`config.mk`:
```
export PLATFORM = sky130hd
export DESIGN_NAME = fir_mc_filter
export DESIGN_NICKNAME = d
export VERILOG_FILES = /design/src/rtl/fir_mc_filter.sv
export SDC_FILE = /design/constraint.sdc
export NUM_CORES = 2
export LEC_CHECK = 0
export CELL_PAD_IN_SITES_DETAIL_PLACEMENT = 1
export CELL_PAD_IN_SITES_GLOBAL_PLACEMENT = 1
export CORE_MARGIN = 5
export CORE_UTILIZATION = 30
export CTS_CLUSTER_SIZE = 25
export DETAILED_ROUTE_END_ITERATION = 7
export PLACE_DENSITY_LB_ADDON = 0.1
export SLEW_MARGIN = 20
export SYNTH_ARGS = -nofsm -noshare
export SYNTH_HDL_FRONTEND = slang
export SYNTH_SLANG_ARGS = --single-unit
```
`constraint.sdc`:
```
create_clock -name clk -period 14.33 [get_ports clk]
set_input_delay 2.866 -clock clk [delete_from_list [all_inputs] [get_ports clk]]
set_output_delay 2.866 -clock clk [all_outputs]
set_load 0.01 [all_outputs]
```
`src/rtl/fir_mc_filter.sv`:
```
// Multi-channel FIR filter: one delay line per channel, shared coefficient set,
// single time-shared multiplier sequenced by an IDLE/MAC/ROUND/OUT FSM.
module fir_mc_filter #(
  parameter int WIDTH    = 16,
  parameter int TAPS     = 8,
  parameter int CHANNELS = 2,
  parameter int FRAC     = 12,
  localparam int CW      = (CHANNELS > 1) ? $clog2(CHANNELS) : 1,
  localparam int KW      = (TAPS > 1) ? $clog2(TAPS) : 1
) (
  input  logic                    clk,
  input  logic                    reset,
  input  logic                    in_valid,
  output logic                    in_ready,
  input  logic signed [WIDTH-1:0] in_data,
  input  logic [CW-1:0]           in_chan,
  input  logic                    coeff_we,
  input  logic [KW-1:0]           coeff_addr,
  input  logic signed [WIDTH-1:0] coeff_data,
  output logic                    coeff_err,
  output logic                    out_valid,
  input  logic                    out_ready,
  output logic signed [WIDTH-1:0] out_data,
  output logic [CW-1:0]           out_chan,
  output logic                    out_sat
);

  localparam int ACCW = 2*WIDTH + $clog2(TAPS);
  localparam logic [KW:0]              TAPS_W = (KW+1)'(TAPS);
  localparam logic [KW-1:0]            LAST   = KW'(TAPS-1);
  localparam logic [CW-1:0]            CH_MAX = CW'(CHANNELS-1);
  localparam logic signed [WIDTH-1:0]  UNITY  = WIDTH'(1) << FRAC;
  localparam logic signed [ACCW-1:0]   HALF   = ACCW'(1) << (FRAC-1);
  localparam logic signed [ACCW-1:0]   MAXV   = {{(ACCW-WIDTH+1){1'b0}}, {(WIDTH-1){1'b1}}};
  localparam logic signed [ACCW-1:0]   MINV   = {{(ACCW-WIDTH+1){1'b1}}, {(WIDTH-1){1'b0}}};

  typedef enum logic [1:0] {IDLE, MAC, ROUND, OUT} state_t;
  state_t state, state_nxt;

  logic signed [WIDTH-1:0]   coeff [TAPS];
  logic signed [WIDTH-1:0]   dl    [CHANNELS][TAPS];
  logic signed [ACCW-1:0]    acc;
  logic [KW-1:0]             tap;
  logic [CW-1:0]             cur_chan;

  logic                      xfer;
  logic                      coeff_ok;
  logic [CW-1:0]             chan_sel;
  logic signed [2*WIDTH-1:0] prod;
  logic signed [ACCW-1:0]    rnd;
  logic signed [ACCW-1:0]    shifted;

  assign in_ready  = (state == IDLE);
  assign out_valid = (state == OUT);
  assign xfer      = in_valid && in_ready;
  // Writes only land while idle and not racing an input transfer, so the
  // coefficient set is frozen for the whole MAC of every accepted sample.
  assign coeff_ok  = (state == IDLE) && !xfer && ({1'b0, coeff_addr} < TAPS_W);
  assign chan_sel  = (in_chan >= CH_MAX) ? CH_MAX : in_chan;
  assign prod      = coeff[tap] * dl[cur_chan][tap];
  assign rnd       = acc + HALF;
  assign shifted   = rnd >>> FRAC;

  always_comb begin
    state_nxt = state;
    unique case (state)
      IDLE:    if (in_valid) state_nxt = MAC;
      MAC:     if (tap == LAST) state_nxt = ROUND;
      ROUND:   state_nxt = OUT;
      OUT:     if (out_ready) state_nxt = IDLE;
      default: state_nxt = IDLE;
    endcase
  end

  always_ff @(posedge clk or posedge reset) begin
    if (reset) state <= IDLE;
    else       state <= state_nxt;
  end

  always_ff @(posedge clk or posedge reset) begin
    if (reset) begin
      for (int unsigned c = 0; c < CHANNELS; c++)
        for (int unsigned k = 0; k < TAPS; k++)
          dl[c][k] <= '0;
      for (int unsigned k = 0; k < TAPS; k++)
        coeff[k] <= (k == 0) ? UNITY : '0;
      acc       <= '0;
      tap       <= '0;
      cur_chan  <= '0;
      coeff_err <= 1'b0;
      out_data  <= '0;
      out_chan  <= '0;
      out_sat   <= 1'b0;
    end else begin
      coeff_err <= coeff_we && !coeff_ok;
      if (coeff_we && coeff_ok)
        coeff[coeff_addr] <= coeff_data;

      if (xfer) begin
        for (int unsigned k = TAPS-1; k > 0; k--)
          dl[chan_sel][k] <= dl[chan_sel][k-1];
        dl[chan_sel][0] <= in_data;
        acc      <= '0;
        tap      <= '0;
        cur_chan <= chan_sel;
      end

      if (state == MAC) begin
        acc <= acc + {{(ACCW-2*WIDTH){prod[2*WIDTH-1]}}, prod};
        tap <= tap + 1'b1;
      end

      if (state == ROUND) begin
        out_chan <= cur_chan;
        if (shifted > MAXV) begin
          out_data <= MAXV[WIDTH-1:0];
          out_sat  <= 1'b1;
        end else if (shifted < MINV) begin
          out_data <= MINV[WIDTH-1:0];
          out_sat  <= 1'b1;
        end else begin
          out_data <= shifted[WIDTH-1:0];
          out_sat  <= 1'b0;
        end
      end
    end
  end

endmodule
```
==> metrics.txt <==
Synth async-reset ratio=1.00; Clock Sinks=~440; clock root buffer master=sky130_fd_sc_hd__clkbuf_16; DR vias=19.6k; drt wl/cell=20.0 um; worst reg2reg setup slack=between 3000 and 4000 ps; critical path startpoint category=flop; Max Freq=91.0 MHz; final cell count without fillers=roughly 4k; quantity of gates resized following cts=0; Iteration-0 DRC Markers=782; Cells on Worst Hold Path=1; Site Rows=118; largest driver fanout on the critical path=62; Reg2Reg Capture Point=acc[34]$_DFFE_PP0P_; remaining global-route overflow=0; layout cell share with drive strength beyond 1=0.240; core region area=104000 um2; type of destination of the critical path=flop; number of placed instances, taps included=between 3k and 4k; wire length reported by the detailed router=81.6 mm; most used cell, CP=sky130_fd_sc_hd__fa_1; top post-synthesis cells by area=sky130_fd_sc_hd__dfrtp_1 35%, sky130_fd_sc_hd__fa_1 17%, sky130_fd_sc_hd__mux2_2 15%; Final Skew=35.6 ps; placed inst area=33600 um2; post-synth top area share=0.354; DPL Wire Length=59.6 mm; final critical delay including setup and external delays=10990 ps; cell with the most instances after synthesis=sky130_fd_sc_hd__dfrtp_1; flip-flop and latch count after synthesis=between 400 and 500; cts bufs inserted=54; effective utilization at floorplan=0.302; CP bufs+invs=5; Overall Global Routing Usage=0.149; status=completed; Period Utilization, post-route=0.767; Setup Buffers After CTS=0; H-tree lvl count=2; Hold Crit Endpoint=out_data[4]$_DFFE_PP0P_; final estimated routing congestion in global placement=between 0.8 and 0.9; Arrival @ worst endpoint=around 12000 ps; vias per cell=4.81; cts-stage hold buffer count=0; sequential share of the synthesized area=0.355; final layout net count=3093; area growth from synthesis to layout=12.8%; most common flop cell mapped by yosys=sky130_fd_sc_hd__dfrtp_1; Largest delay share family, worst path=adder cells; Multi-input gate area=18600 um2; number of port buffers=61; post-synthesis cell count=2613; library cell occupying the most area in the post-synthesis netlist=sky130_fd_sc_hd__dfrtp_1; post-CTS clock slew at the launch and capture registers of the worst setup and hold paths=50 ps; worst-case reg-to-reg path depth=33; count of synthesis-stage warnings from yosys=0; maximum number of buffers from clock root to sink=3; critical setup path kind=flop to flop; summed instance area of the synthesized netlist=31300 um2; final number of max-transition violations=0; Final Util=0.341; detailed-router iteration count before antenna repair=4; total I/O pin count=62; final setup vio count=0; DIE AREA=roughly 110000 um2; max-cap violation count=0; Worst Max-Slew Pin Slew=1150 ps; Skew-Pair Late Insertion Delay=640 ps; distinct cell type count of the synthesized netlist=69; Post-Syn Nets=approximately 3.0k; post-layout instance area=35300 um2; clock tree from TritonCTS=done; critical path's largest stage delay=~950 ps; total count of hold-check failures in the final report=0; startpoint of the worst-slack reg-to-reg timing path=tap[0]$_DFFE_PP0P_; number of global-route vias before repair=22.4k; horizontal die dimension=333 um; fill cell count=~11k; wire length of the first global-routing pass=132 mm; data required time at the worst endpoint=between 10000 and 15000 ps; number of antenna violations at the first check in global routing=4; DIE HEIGHT=approximately 330 um; setup repair after global routing missed its margin=no; final antenna-violating net count=0; worst-path cell with the longest stage delay=sky130_fd_sc_hd__dfrtp_4; worst slew margin relative to its limit=0.211; pin count of the biggest net entering global routing=approximately 170; summed negative setup slack over all endpoints=0 ps; worst min-delay path class=flop to flop; mean post-synth cell area=12.0 um2; critical hold path startpoint=out_data[4]$_DFFE_PP0P_; commonest cells in the netlist=443 x sky130_fd_sc_hd__dfrtp_1, 406 x sky130_fd_sc_hd__mux2_2, 328 x sky130_fd_sc_hd__inv_1; EDFF count, synth=0; number of remaining DRC errors=0; storage element area=~11000 um2
worst max-delay path by stage:
stage	start	end	slack [ps]	depth (start not counted)
2_1_floorplan	tap[0]$_DFFE_PP0P_	acc[34]$_DFFE_PP0P_	4840	37
4_1_cts	tap[0]$_DFFE_PP0P_	acc[34]$_DFFE_PP0P_	3170	33
3_5_place_dp	tap[0]$_DFFE_PP0P_	acc[34]$_DFFE_PP0P_	3200	33
5_1_grt	tap[0]$_DFFE_PP0P_	acc[34]$_DFFE_PP0P_	2570	35
3_3_place_gp	tap[0]$_DFFE_PP0P_	acc[34]$_DFFE_PP0P_	3210	34
6_report	tap[0]$_DFFE_PP0P_	acc[34]$_DFFE_PP0P_	3340	33
worst reg2reg max path, delay by kind of cell, from the launching register on:
family                   cells  cell delay, ps
AO/OA/AOI/OAI               10            2130
XOR/XNOR                     2             270
adder cells (fa/ha/maj)      8            3880
buffers and inverters        5             710
flip-flops                   1             950
multiplexers                 2            1570
AND/OR/NAND/NOR              6            1370
layer usage:
layer,GRT usage,part of all wire,vias up
met5,0,0.00016,-
met4,0.0417,0.029,2
met3,0.0235,0.035,108
met2,0.251,0.48,206
met1,0.201,0.46,10400
li1,-,-,8944
stage by stage:
| stage | setup slack [ps] | hold WS [ps] |
|---|---|---|
| floorplan | 4840 | 455 |
| global placement | 3210 | 467 |
| detailed placement | 3200 | 487 |
| finish | 3340 | 494 |
| global route | 2570 | 505 |
| CTS | 3170 | 499 |
registers in the layout (all words and copies together) (netlist names):
signal	cells
out_sat	1
state	2
tap	3
dl	256
out_chan	1
out_data	16
acc	35
cur_chan	1
coeff_err	1
coeff	128
cells by family after synthesis:
logic type      count (synthesis)  share of synthesized area
flops                         444                      0.355
xor+xnor                       78                     0.0223
buf+inv                       430                     0.0522
fa+ha+maj                     387                      0.218
simple gates                  497                     0.0722
mux                           535                      0.229
compound gates                242                     0.0512
area by class of cell:
type	count	area share
diodes	1	0.0000709
clock buffers	82	0.0438
clock inverters	13	0.00397
inverters	328	0.0350
multi-input cells	1739	0.527
flip-flops and latches	444	0.315
well taps	1380	0.0489
repair buffers	98	0.0267
layout by cell type, fill, tap and decap left out, drive strengths merged, types with 10 or more instances in the layout:
master         instances
nand4                 10
clkbuf                82
nand2b                26
o22a                  16
ha                   124
and2                  21
dfrtp                443
nor2b                 32
xor2                  26
mux2                 406
mux2i                 24
xnor2                 51
inv                  329
nor2                 148
mux4                 105
o21ai                 61
a21oi                 58
clkdlybuf4s50         61
fa                   263
nand2                190
buf                   37
a21o                  32
nand3                 27
Power is left out: the tool's default activity adds up to more than one toggle a clock period on the data nets, which glitch-free logic cannot reach.
